`src/rtl/ram_port_arbiter.sv`:
```
// Round-robin arbiter sharing one single-port RAM between a writer and a reader.
// Read data returns through a credit-checked FIFO so pushes can never overflow it.
module ram_port_arbiter #(
  parameter  int DEPTH   = 64,
  parameter  int WIDTH   = 32,
  parameter  int LATENCY = 2,
  localparam int AW      = $clog2(DEPTH)
) (
  input  logic             clk,
  input  logic             rst,
  input  logic             s_wr_valid,
  output logic             s_wr_ready,
  input  logic [AW-1:0]    s_wr_addr,
  input  logic [WIDTH-1:0] s_wr_data,
  input  logic             s_rd_valid,
  output logic             s_rd_ready,
  input  logic [AW-1:0]    s_rd_addr,
  output logic             m_rd_valid,
  input  logic             m_rd_ready,
  output logic [WIDTH-1:0] m_rd_data,
  output logic             ram_ena,
  output logic             ram_wea,
  output logic [AW-1:0]    ram_addr,
  output logic [WIDTH-1:0] ram_din,
  input  logic [WIDTH-1:0] ram_dout
);

  localparam int OUT_DEPTH = LATENCY + 2;
  localparam int CW        = $clog2(OUT_DEPTH + 1);
  localparam int CW1       = CW + 1;

  logic               last_rd_q;
  logic [LATENCY-1:0] tag_q, tag_d;
  logic [CW-1:0]      count_q, count_d, wr_idx;
  logic [WIDTH-1:0]   mem_q [OUT_DEPTH];
  logic [WIDTH-1:0]   mem_d [OUT_DEPTH];
  logic [CW1-1:0]     inflight, credit_used;
  logic               wr_ok, rd_ok, wr_gnt, rd_gnt, push, pop;

  always_comb begin
    inflight = '0;
    for (int i = 0; i < LATENCY; i++) inflight = inflight + CW1'(tag_q[i]);
  end

  // A read is only granted if its data is guaranteed a FIFO slot on arrival.
  assign credit_used = inflight + CW1'(count_q);
  assign rd_ok  = !rst && s_rd_valid && (credit_used < CW1'(OUT_DEPTH));
  assign wr_ok  = !rst && s_wr_valid;
  assign wr_gnt = wr_ok && (!rd_ok || last_rd_q);
  assign rd_gnt = rd_ok && !wr_gnt;

  assign s_wr_ready = wr_gnt;
  assign s_rd_ready = rd_gnt;
  assign ram_ena    = !rst;
  assign ram_wea    = wr_gnt;
  assign ram_addr   = wr_gnt ? s_wr_addr : s_rd_addr;
  assign ram_din    = s_wr_data;

  assign push       = tag_q[LATENCY-1];
  assign m_rd_valid = (count_q != '0);
  assign m_rd_data  = mem_q[0];
  assign pop        = m_rd_valid && m_rd_ready;
  assign wr_idx     = count_q - CW'(pop);
  assign count_d    = count_q + CW'(push) - CW'(pop);

  always_comb begin
    tag_d    = '0;
    tag_d[0] = rd_gnt;
    for (int i = 1; i < LATENCY; i++) tag_d[i] = tag_q[i-1];
  end

  // Head-at-slot-0 FIFO: only valid entries shift, so the head holds once drained.
  always_comb begin
    for (int i = 0; i < OUT_DEPTH; i++) mem_d[i] = mem_q[i];
    if (pop)
      for (int i = 0; i < OUT_DEPTH - 1; i++)
        if (CW'(i + 1) < count_q) mem_d[i] = mem_q[i+1];
    if (push)
      for (int i = 0; i < OUT_DEPTH; i++)
        if (CW'(i) == wr_idx) mem_d[i] = ram_dout;
  end

  always_ff @(posedge clk or posedge rst) begin
    if (rst) begin
      last_rd_q <= 1'b1;
      tag_q     <= '0;
      count_q   <= '0;
      mem_q     <= '{default: '0};
    end else begin
      if (wr_gnt || rd_gnt) last_rd_q <= rd_gnt;
      tag_q   <= tag_d;
      count_q <= count_d;
      mem_q   <= mem_d;
    end
  end

  always @(posedge clk)
    if (!rst) assert (!(push && !pop && count_q == CW'(OUT_DEPTH)));

endmodule

```
`config.mk`:
```
export PLATFORM = sky130hd
export DESIGN_NAME = ram_port_arbiter
export DESIGN_NICKNAME = d
export VERILOG_FILES = /design/src/rtl/ram_port_arbiter.sv
export SDC_FILE = /design/constraint.sdc
export NUM_CORES = 1
export LEC_CHECK = 0
export ABC_AREA = 0
export ABC_CLOCK_PERIOD_IN_PS = 6800
export BUFFER_PORTS_ARGS = -buffer_cell sky130_fd_sc_hd__buf_2
export CAP_MARGIN = 25
export CORE_MARGIN = 2
export CORE_UTILIZATION = 49
export DETAILED_ROUTE_END_ITERATION = 10
export HOLD_SLACK_MARGIN = 0.03
export PLACE_DENSITY = 0.77
export SETUP_SLACK_MARGIN = 0.15
export SLEW_MARGIN = 20
export SYNTH_ARGS = -nofsm -noshare
export SYNTH_HDL_FRONTEND = slang
export SYNTH_SLANG_ARGS = --single-unit
```
`constraint.sdc`:
```
create_clock -name clk -period 6.8 [get_ports clk]
set_clock_uncertainty 0.15 [all_clocks]
set_input_delay 1.36 -clock clk [delete_from_list [all_inputs] [get_ports clk]]
set_output_delay 1.36 -clock clk [all_outputs]
set_load 0.005 [all_outputs]
```
After elaboration in Yosys (flattened, before gate mapping)

Cells that the tools add are included.

Word-level logic and storage cells: 43
Register bits: 134
Bits of input ports: 81
RAM bits: 0
Bits in read-only memories: 0
Bits in latches: 0
Memories kept: 0
Output and inout port bits: 75

Bitwise logic cells: 0
$mul: 0
Shifts and indexed selects: 0
$lt $le $gt $ge: 4
Equality and inequality tests: 3
Reductions and logical operators: 14
Add/subtract/negate cells: 5
Mux-type cells: 10
Div/mod/pow operators: 0

Operator list:

| kind                                                                          | number |
|---|---|
| 32-bit 2-to-1 mux                                                             | 7 |
| 128-bit 2-to-1 mux                                                            | 1 |
| 96-bit 2-to-1 mux                                                             | 1 |
| 2-bit by 3-bit equality test with 1-bit output (first input constant)         | 2 |
| 1-bit logical AND                                                             | 6 |
| 2-bit by 3-bit less-than comparator with 1-bit output (first input constant)  | 2 |
| 6-bit 2-to-1 mux                                                              | 1 |
| 3-bit by 1-bit subtractor with 3-bit output                                   | 2 |
| 2-bit by 3-bit adder with 4-bit output                                        | 1 |
| 4-bit by 3-bit less-than comparator with 1-bit output (second input constant) | 1 |
| 3-bit by 1-bit adder with 3-bit output                                        | 1 |
| 1-bit by 3-bit equality test with 1-bit output (first input constant)         | 1 |
| 1-bit logical NOT                                                             | 3 |
| 3-bit logical NOT                                                             | 1 |
| 1-bit by 3-bit less-than comparator with 1-bit output (first input constant)  | 1 |
| 3-bit nonzero test                                                            | 1 |
| 1-bit by 1-bit adder with 2-bit output                                        | 1 |
| 1-bit logical OR                                                              | 2 |
| 2-bit AND reduction                                                           | 1 |

Logic depth before layout (Yosys ltp)

Gate-level depths: netlist (run 1).

Depth after elaboration: 10
Gate-level depth with buffers: 10
Depth with buffers taken out: 8

Worst setup path after synthesis (run 1)

No wires, ideal clock.

Kind: input port to output port
Start: input port rst
End: output port ram_addr[0]
Cell stages on the path: 4
Data arrival time: 5399 ps
Required time: 5290 ps
Buffers on the path: 0
Setup slack: -109 ps
Cell sequence: inv_1 nand2_1 a31oi_2 mux2_2

Word-level cells in the longest chain between the ends: 7
Elaborated cells between the ends (all ways): 8
Those cells by class: mux: 1; reduce/logical: 7

RTL lines:

| element                         | line | source |
|---|---|---|
| from (decl)                     | 10   | `input logic rst,` |
| 1-bit logical NOT (*)           | --   |  |
| 1-bit logical AND (2 in series) | 47   | `assign rd_ok = !rst && s_rd_valid && (credit_used < CW1'(OUT_DEPTH));` |
| 1-bit logical NOT               | 49   | `assign wr_gnt = wr_ok && (!rd_ok \|\| last_rd_q);` |
| 1-bit logical OR                | 49   |  |
| 1-bit logical AND (*)           | 49   |  |
| named net ram_wea               | 22   | `output logic ram_wea,` |
| 6-bit 2-to-1 mux (*)            | 56   | `assign ram_addr = wr_gnt ? s_wr_addr : s_rd_addr;` |
| to (decl)                       | 23   | `output logic [AW-1:0] ram_addr,` |

The timed path passes the listed nets; every way through them passes the cells marked *.

Worst setup path after layout (run 1)

Start: input port rst
End: output port ram_addr[2]

Word-level cells in the longest chain between the ends: 7
Elaborated cells between the ends (all ways): 8
Those cells by class: mux: 1; reduce/logical: 7

RTL lines:

| element                         | line |
|---|---|
| 1-bit logical NOT (*)           | -- |
| 1-bit logical AND (2 in series) | 47 |
| 1-bit logical NOT               | 49 |
| 1-bit logical OR                | 49 |
| 1-bit logical AND (*)           | 49 |
| 6-bit 2-to-1 mux (*)            | 56 |

Mark *: on every way between the ends. The rest lies on a longest branch, timed or not.

==> results_dict.tcl, run 1 <==
set metrics [dict create \
    status "complete, no violations" \
    core_um2 13190 \
    clkTransAtPathRegs_ns 0.06 \
    overflow 0 \
    worst_slack_ns 2.134 \
    layout.nets 713 \
    synth_area_leaders "dfrtp_1 (51%), mux2i_1 (15%), buf_4 (7.9%)" \
    start_util_pct 49.80 \
    clk_path_buf_depth 2 \
    grt_pass1_vias 4515 \
    setup_viol 0 \
    cp_max_fo 41 \
    r2r_end "mem_q[37]" \
    die_y_um 119.8 \
    die_area_um2 14350 \
    min_period_ns 4.666 \
    holdCritPathClass "reg2reg" \
    area_growth_pct 11.18 \
    grt_usage_pct 19.81 \
    fin_area_um2 7303 \
    max_stage_delay_ns 0.56 \
    finalCritPeriodShare_pct 68.62 \
    ir_drop_uv 217.6 \
    antennaDiodeCount 0 \
    cpMostUsedCell "buf_2" \
    rsz0062_at_grt "no" \
    htreeDepth 4 \
    maxClockFrequency_ghz 0.2143 \
    critPathKind "in2out" \
    yosys_warnings 0 \
    yosysTopAreaCell "dfrtp_1" \
    min_from "tag_q[0]" \
    max_slew_margin_pct 31.68 \
    numClockSinks 134 \
    synthCells 600 \
    ys_async_sr_fraction_pct 100.0 \
    drtIter0Drc 344 \
    dp_hpwl_um 8633 \
    worstPathBufferInverterCount 3 \
    grt_max_degree 58 \
    ys_ff_latch 134 \
    cp-end-kind "output pin" \
    crit_required_ns 5.29 \
    r2r-start "count_q[2]" \
    timing.setup.tns_ns 0 \
    finalMaxSlewViolations 0 \
    power_density_nw_per_um2 444.4 \
    antenna_found_initial 1 \
    synth_top_area_share_pct 50.67 \
    p_leak_nw 3.758 \
    cts_tree "done" \
    drv_cap 0 \
    wirelength_um 13370 \
    critPathLaunchType "primary input" \
    arrival_ns 3.16 \
    place_ws_ns 2.074 \
    grt_pass1_wl_um 22170 \
    crit_cells 6 \
    insertion_delay_ns 0.42 \
    wl_per_cell_um 16.49 \
    critPathTopFamily "buffers and inverters" \
    synth_edf_count 0 \
    min_to "tag_q[1]" \
    drt_pass1_iterations 5 \
    drc_errors 0 \
    synth_nets 691 \
    critPathSlowestCell "clkinvlp_4" \
    port_buffers 91 \
    ant_nets 0 \
    rows 42 \
    hold_viol_final 0 \
    place_area_um2 6709 \
    cts-root-buf "clkbuf_16" \
    cts.hold.buffers_added 0 \
    rrSetupSlack_ns 3.15 \
    io_pins 156 \
    hold_path_depth 0 \
    multi_input_area_um2 2550 \
    nFillCells 1155 \
    cts-buffers-inserted 17 \
    via_count 4277 \
    synth.avg_cell_area_um2 10.95 \
    post_cts_resized 0 \
    viasPerCell 5.274 \
    ys_types 30 \
    gp_congestion 0.7572 \
    post_cts_buffers 0 \
    crit_chain "buf_2 -> clkinvlp_4 -> nand2_1 -> a31oi_2 -> mux2_2 -> buf_2" \
    synthFlopType "dfrtp_1" \
    reg2reg_depth 9 \
    post-route-util_pct 55.37 \
    dieWidth_um 119.8 \
    regArea_um2 3354 \
    synth_area_um2 6569 \
    worst_pin_slew_ns 1.025 \
    yosysSeqAreaShare_pct 51.07 \
    final_layout_size_suffix_gt1_share_pct 27.87 \
]
## kinds of logic after synthesis
kind of cell    count (synthesis)  synth area share, %
compound gates                102                8.095
simple gates                  112                6.914
flops                         134                51.07
buf+inv                       106                10.50
fa+ha+maj                      10                2.019
mux                           134                21.14
xor+xnor                        2               0.2667
## registers in the layout (all words and copies together) (netlist names)
register   cells
tag_q          2
last_rd_q      1
mem_q         96
m_rd_data     32
count_q        3
## area by class of cell
class / instances / area share (%)
multi-input combinational: 360 / 34.92
inverter: 8 / 0.4626
tap: 176 / 3.015
timing repair buffer: 101 / 7.538
clock buffer: 21 / 6.442
sequential: 134 / 45.93
clock inverter: 11 / 1.696
## layout by cell type, fill, tap and decap left out, types with 2 or more instances in the layout
cell type,n
buf_6,2
xnor2_1,2
nand2_1,36
inv_1,7
nand4_1,3
clkinvlp_4,4
ha_1,9
nor2_1,65
bufinv_16,2
buf_4,7
mux2i_1,96
o21ai_0,33
clkbuf_8,3
dfrtp_1,133
mux2_2,38
buf_2,91
a21oi_1,64
clkinv_2,3
clkbuf_16,17
clkinv_4,2
## synthesized netlist by cell type, types with 2 or more instances
cell,n
ha_1,9
mux2_2,38
o21ai_0,33
nand4_1,3
xnor2_1,2
dfrtp_1,133
buf_1,3
a21oi_1,64
buf_4,69
nor2_1,65
buf_6,3
clkbuf_1,15
mux2i_1,96
inv_1,8
buf_2,8
nand2_1,37
## report_power, final
| part | internal [W] | switching (W) | leakage (nW) | total (W) |
|---|---|---|---|---|
| clock | 0.000568 | 0.000340 | 0.285 | 0.000909 |
| combinational | 0.000512 | 0.000492 | 1.75 | 0.00100 |
| sequential | 0.00114 | 0.000189 | 1.72 | 0.00133 |
| total | 0.00222 | 0.00102 | 3.76 | 0.00325 |
## worst reg2reg max path: stages (launching register included)
cell,delay [ns]
dfrtp_1,0.48
nor3_1,0.58
nor2_1,0.14
ha_1,0.24
ha_1,0.20
xnor2_1,0.30
nand4_1,0.63
buf_4,0.55
nor2_1,0.18
a21oi_1,0.06
## metal layers
layer	vias up	part of all wire, %	wire [µm]	GRT usage, %
met1	2085	41	5538	23.65
li1	2030	-	-	-
met4	2	2.3	303	8.897
met2	120	51	6880	34.21
met3	40	4.7	634	4.468
met5	-	0.097	13	0
## how the worst max path moves through the flow
stage               slack [ns]  start           to
global placement          2.17    rst  ram_addr[2]
CTS                       2.05    rst  ram_addr[2]
finish                    2.13    rst  ram_addr[2]
detailed placement        2.07    rst  ram_addr[2]
floorplan                 1.17    rst  ram_addr[0]
global route              1.90    rst  ram_addr[0]
## through the flow
stage | hold WS, ns | power [W] | instances
2_1_floorplan | 0.2097 | 0.002166 | 600
3_3_place_gp | 0.2201 | 0.002273 | 776
3_5_place_dp | 0.2290 | 0.002355 | 779
4_1_cts | 0.2446 | 0.003277 | 811
5_1_grt | 0.2624 | 0.003453 | 811
6_report | 0.2510 | 0.003246 | 811
Note: power is estimated with default switching activity, not from simulation.
==> run 2, diff against run 1 <==
- ABC_CLOCK_PERIOD_IN_PS: 6800 -> 3830
- clock period: 6.8 -> 3.83 ns (I/O delays scaled with it)
==> run 2 against run 1 <==
Compared with the run above:
- final area up 0.69%
- register-to-register slack got worse by 2.6 ns
- die area is the same
- largest cell class unchanged
==> results_dict.tcl, run 2 (synthesized netlist as in run 1, its figures left out) <==
set metrics [dict create \
    max_stage_delay_ns 0.55 \
    max_slew_margin_pct 46.12 \
    status "complete, no violations" \
    min_from "tag_q[0]" \
    fin_hold_ws_ns 0.2521 \
    crit_required_ns 3.93 \
    finalMaxSlewViolations 0 \
    grtUsageMet2_pct 31.04 \
    grt_pass1_vias 4314 \
    dp_hpwl_um 8009 \
    power_density_nw_per_um2 797.5 \
    drt_pass1_iterations 4 \
    p_leak_nw 3.793 \
    largest-register "mem_q" \
    cts-buffers-inserted 17 \
    drc_errors 0 \
    grt_usage_pct 19.02 \
    critPathLaunchType "flip-flop" \
    fin_cells 812 \
    fin_area_um2 7353 \
    mostFrequentLayoutCell "dfrtp_1" \
    place_ws_ns 0.5655 \
    clk_path_buf_depth 2 \
    io_pins 156 \
    ant_nets 0 \
    wirelength_um 12860 \
    critPathKind "reg2reg" \
    core_um2 13190 \
    cp-end-kind "flip-flop" \
    cts_tree "done" \
    final_layout_size_suffix_gt1_share_pct 27.72 \
    worst_slack_ns 0.5391 \
    worst_pin_slew_ns 0.8082 \
    r2r-start "count_q[2]" \
    drv_cap 0 \
    largest_register_ffs 96 \
    finalCritPeriodShare_pct 85.92 \
    crit_chain "nor3_1 -> nor2_1 -> ha_1 -> ha_1 -> xnor2_1 -> nor4bb_4 -> buf_4 -> o21ai_0" \
    dieWidth_um 119.8 \
    crit_start "count_q[2]" \
    die_area_um2 14350 \
    layout_common_cells "dfrtp_1 (133), mux2i_1 (96), buf_2 (91)" \
    area_growth_pct 11.94 \
    drtIter0Drc 287 \
    die_y_um 119.8 \
    place_inst 777 \
    port_buffers 91 \
    viasPerCell 5.186 \
    holdCritPathClass "reg2reg" \
    critPathSlowestCell "nor3_1" \
    htreeDepth 4 \
    cp_max_fo 64 \
    ir_drop_uv 385.8 \
    clkTransAtPathRegs_ns 0.05 \
    cts-root-buf "clkbuf_16" \
    post_cts_buffers 0 \
    post-route-util_pct 55.75 \
    grt_use_met1_pct 23.48 \
    via_count 4211 \
    gp_congestion 0.7254 \
    cpMostUsedCell "ha_1" \
    post_cts_resized 0 \
    grt_max_degree 72 \
    cts.hold.buffers_added 0 \
    grt-busiest-layer "met2" \
    start_util_pct 49.80 \
    arrival_ns 3.39 \
    place_area_um2 6686 \
    hold_viol_final 0 \
    setup_viol 0 \
    insertion_delay_ns 0.41 \
    wl_per_cell_um 15.83 \
    overflow 0 \
    layout.nets 713 \
    antenna_found_initial 1 \
    grt_pass1_wl_um 21220 \
    grt_use_met3_pct 6.416 \
    maxClockFrequency_ghz 0.3039 \
    numClockSinks 134 \
    min_period_ns 3.291 \
    rsz0062_at_grt "no" \
    rows 42 \
    nFillCells 1124 \
]
run 2: changes by cell type in the layout (fill, tap and decap cells not counted):
cell        delta
clkinv_2       +3
clkinvlp_4     -3
buf_12         +2
buf_6          -2
bufinv_16      +2
clkinv_4       -2
clkbuf_1       +1
diode_2        +1
inv_6          -1
run 2: cell type report:
type	count	area (µm²)	share of cell area, %
flip-flops and latches	134	3354	45.62
multi-input cells	360	2550	34.68
repair buffers	101	568.0	7.725
clock buffers	22	474.2	6.449
well taps	176	220.2	2.995
clock inverters	10	150.1	2.042
inverters	8	33.78	0.4594
diodes	1	2.502	0.03403
run 2: worst max-delay path, delay by kind of cell, from the launching register on:
| family | cells | cell delay (ns) |
|---|---|---|
| buffers and inverters | 1 | 0.52 |
| flip-flops | 1 | 0.47 |
| adder cells (fa/ha/maj) | 2 | 0.43 |
| XOR/XNOR | 1 | 0.29 |
| AND/OR/NAND/NOR | 3 | 1.02 |
| AO/OA/AOI/OAI | 1 | 0.22 |
run 2: where the power goes:
part           total (W)  switching (W)  internal (W)  leakage, nW
clock network    0.00171       0.000575       0.00113        0.313
registers        0.00237       0.000338       0.00203         1.72
logic            0.00179       0.000866      0.000920         1.76
run 2: final timing paths:
path	end	slack, ns	cells past startpoint
max in group asynchronous	mem_q[64]	1.96	4
worst min-delay path	tag_q[1]	0.25	0
worst min register to register	tag_q[1]	0.25	0
worst max register to register	mem_q[66]	0.54	8
worst max-delay path	mem_q[66]	0.54	8
min in group asynchronous	tag_q[0]	0.38	3
run 2: per-layer routing:
metal  part of all wire (%)  wire length (µm)
met5                      0                 0
met4                    1.9               250
met3                    6.2               798
met2                     48              6229
met1                     43              5576
run 2: metrics by stage:
stage / setup TNS (ns) / power, W
floorplan: -4.448 / 0.003845
global placement: 0 / 0.004025
detailed placement: 0 / 0.004176
CTS: 0 / 0.005902
global route: 0 / 0.006241
finish: 0 / 0.005864
==> run 3, diff against run 2 <==
- CORE_UTILIZATION: 49 -> 50
- CTS_BUF_LIST: not set -> sky130_fd_sc_hd__clkbuf_4
- PLACE_DENSITY: 0.77 -> 0.78
- TNS_END_PERCENT: not set -> 100
==> run 3 against run 2 <==
Compared with the run above:
- final area down 4.2%
- fmax down 4.1%
- via count up 0.24%
- combinational power about the same
- global-route usage up 0.59 points
- sequential power about the same
- setup slack worse by 0.14 ns
- critical endpoint is now ram_addr[3]
==> results_dict.tcl, run 3 (synthesized netlist as in run 1, its figures left out) <==
set metrics [dict create \
    cts.hold.buffers_added 0 \
    insertion_delay_ns 0.55 \
    final_layout_size_suffix_gt1_share_pct 27.94 \
    wirelength_um 13000 \
    die_area_um2 14070 \
    cp_max_fo 8 \
    cts-buffers-inserted 17 \
    fin_cells 810 \
    crit_required_ns 2.91 \
    post_cts_buffers 0 \
    place_area_um2 6724 \
    dp_hpwl_um 8627 \
    antenna_found_initial 1 \
    fin_hold_ws_ns 0.2506 \
    cts-root-buf "clkbuf_4" \
    critPathKind "reg2out" \
    clkTransAtPathRegs_ns 0.10 \
    htreeDepth 4 \
    core_um2 12720 \
    ant_nets 0 \
    power_switching_w 0.001721 \
    area_growth_pct 7.238 \
    drv_cap 0 \
    critPathLaunchType "flip-flop" \
    start_util_pct 51.63 \
    dieWidth_um 118.6 \
    cts_tree "done" \
    viasPerCell 5.211 \
    numClockSinks 134 \
    io_pins 156 \
    via_count 4221 \
    grt_pass1_vias 4364 \
    clk_path_buf_depth 2 \
    power_density_nw_per_um2 735.6 \
    overflow 0 \
    grt_usage_pct 19.61 \
    grt_pass1_wl_um 21730 \
    fin_area_um2 7044 \
    rsz0062_at_grt "no" \
    post_cts_resized 0 \
    layout.nets 715 \
    max_slew_margin_pct 30.66 \
    setup_viol 0 \
    min_period_ns 3.432 \
    mostFrequentLayoutCell "dfrtp_1" \
    finalCritPeriodShare_pct 89.62 \
    wl_per_cell_um 16.04 \
    seqPwrFrac_pct 45.4 \
    rrSetupSlack_ns 0.62 \
    pwr-share-comb_pct 34.6 \
    switching_share_pct 33.22 \
    port_buffers 91 \
    worst_pin_slew_ns 1.040 \
    drc_errors 0 \
    layout_common_cells "dfrtp_1 (133), mux2i_1 (96), buf_2 (91)" \
    p_leak_nw 3.645 \
    place_inst 777 \
    ir_drop_uv 274.9 \
    grt_max_degree 73 \
    gp_congestion 0.7568 \
    arrival_ns 2.52 \
    largest_register_ffs 96 \
    largest-register "mem_q" \
    die_y_um 118.6 \
    cp-end-kind "output pin" \
    holdCritPathClass "reg2reg" \
    rows 41 \
    intPower_w 0.003461 \
    drtIter0Drc 249 \
    maxClockFrequency_ghz 0.2913 \
    drt_pass1_iterations 4 \
    hold_viol_final 0 \
    finalMaxSlewViolations 0 \
    clockPowerShare_pct 20.0 \
    status "complete, no violations" \
]
==> run 3: changes by cell type in the layout (fill, tap and decap cells not counted), sizes merged <==
cell,before,now
clkinvlp,1,4
clkbuf,22,18
inv,7,8
buf,101,103
==> run 3: per-stage QoR <==
step	utilization (%)	setup slack, ns	total power (W)	TNS (ns)
3_3_place_gp	52.69	0.7165	0.004050	0
2_1_floorplan	-	-0.5738	0.003845	-4.448
6_report	55.37	0.3976	0.005182	0
5_1_grt	55.37	0.2431	0.005561	0
4_1_cts	55.35	0.3588	0.005239	0
3_5_place_dp	52.85	0.6464	0.004200	0
==> run 3: worst paths after layout <==
| path | startpoint | endpoint | cells after the start |
|---|---|---|---|
| max | count_q[0] | ram_addr[3] | 6 |
| min | tag_q[0] | tag_q[1] | 0 |
| max reg2reg | count_q[1] | mem_q[68] | 8 |
| min reg2reg | tag_q[0] | tag_q[1] | 0 |
| max in group asynchronous | rst | mem_q[34] | 4 |
| min in group asynchronous | rst | m_rd_data[21] | 3 |
==> run 3: per-layer routing <==
metal | global-route usage, % | vias up | routed length (µm)
li1 | - | 2036 | -
met1 | 24.48 | 2041 | 5787
met2 | 32.08 | 123 | 6290
met3 | 5.985 | 21 | 707
met4 | 7.366 | 0 | 210
met5 | 0 | - | 0
==> run 3: worst max-delay path, cell delays in order, from the launching register on <==
cell and delay (ns):
dfrtp_1 0.42, ha_1 0.32, a21o_1 0.21, a32oi_1 0.29, a31oi_2 0.28, mux2_2 0.33, buf_2 0.13
==> run 3: layout make-up <==
class | count | area [µm²]
Sequential cell | 134 | 3354
Clock buffer | 18 | 135.1
Timing Repair Buffer | 103 | 570.5
Tap cell | 172 | 215.2
Clock inverter | 14 | 182.7
Fill cell | 1127 | 5678
Antenna cell | 1 | 2.502
Multi-Input combinational cell | 360 | 2550
Inverter | 8 | 33.78
==> run 3: power by group through the flow <==
stage               combinational [W]  sequential (W)  clock [W]
detailed placement            0.00181         0.00239          0
CTS                           0.00182         0.00236    0.00106
global route                  0.00201         0.00243    0.00113
floorplan                     0.00157         0.00228          0
global placement              0.00171         0.00234          0
finish                        0.00180         0.00235    0.00103
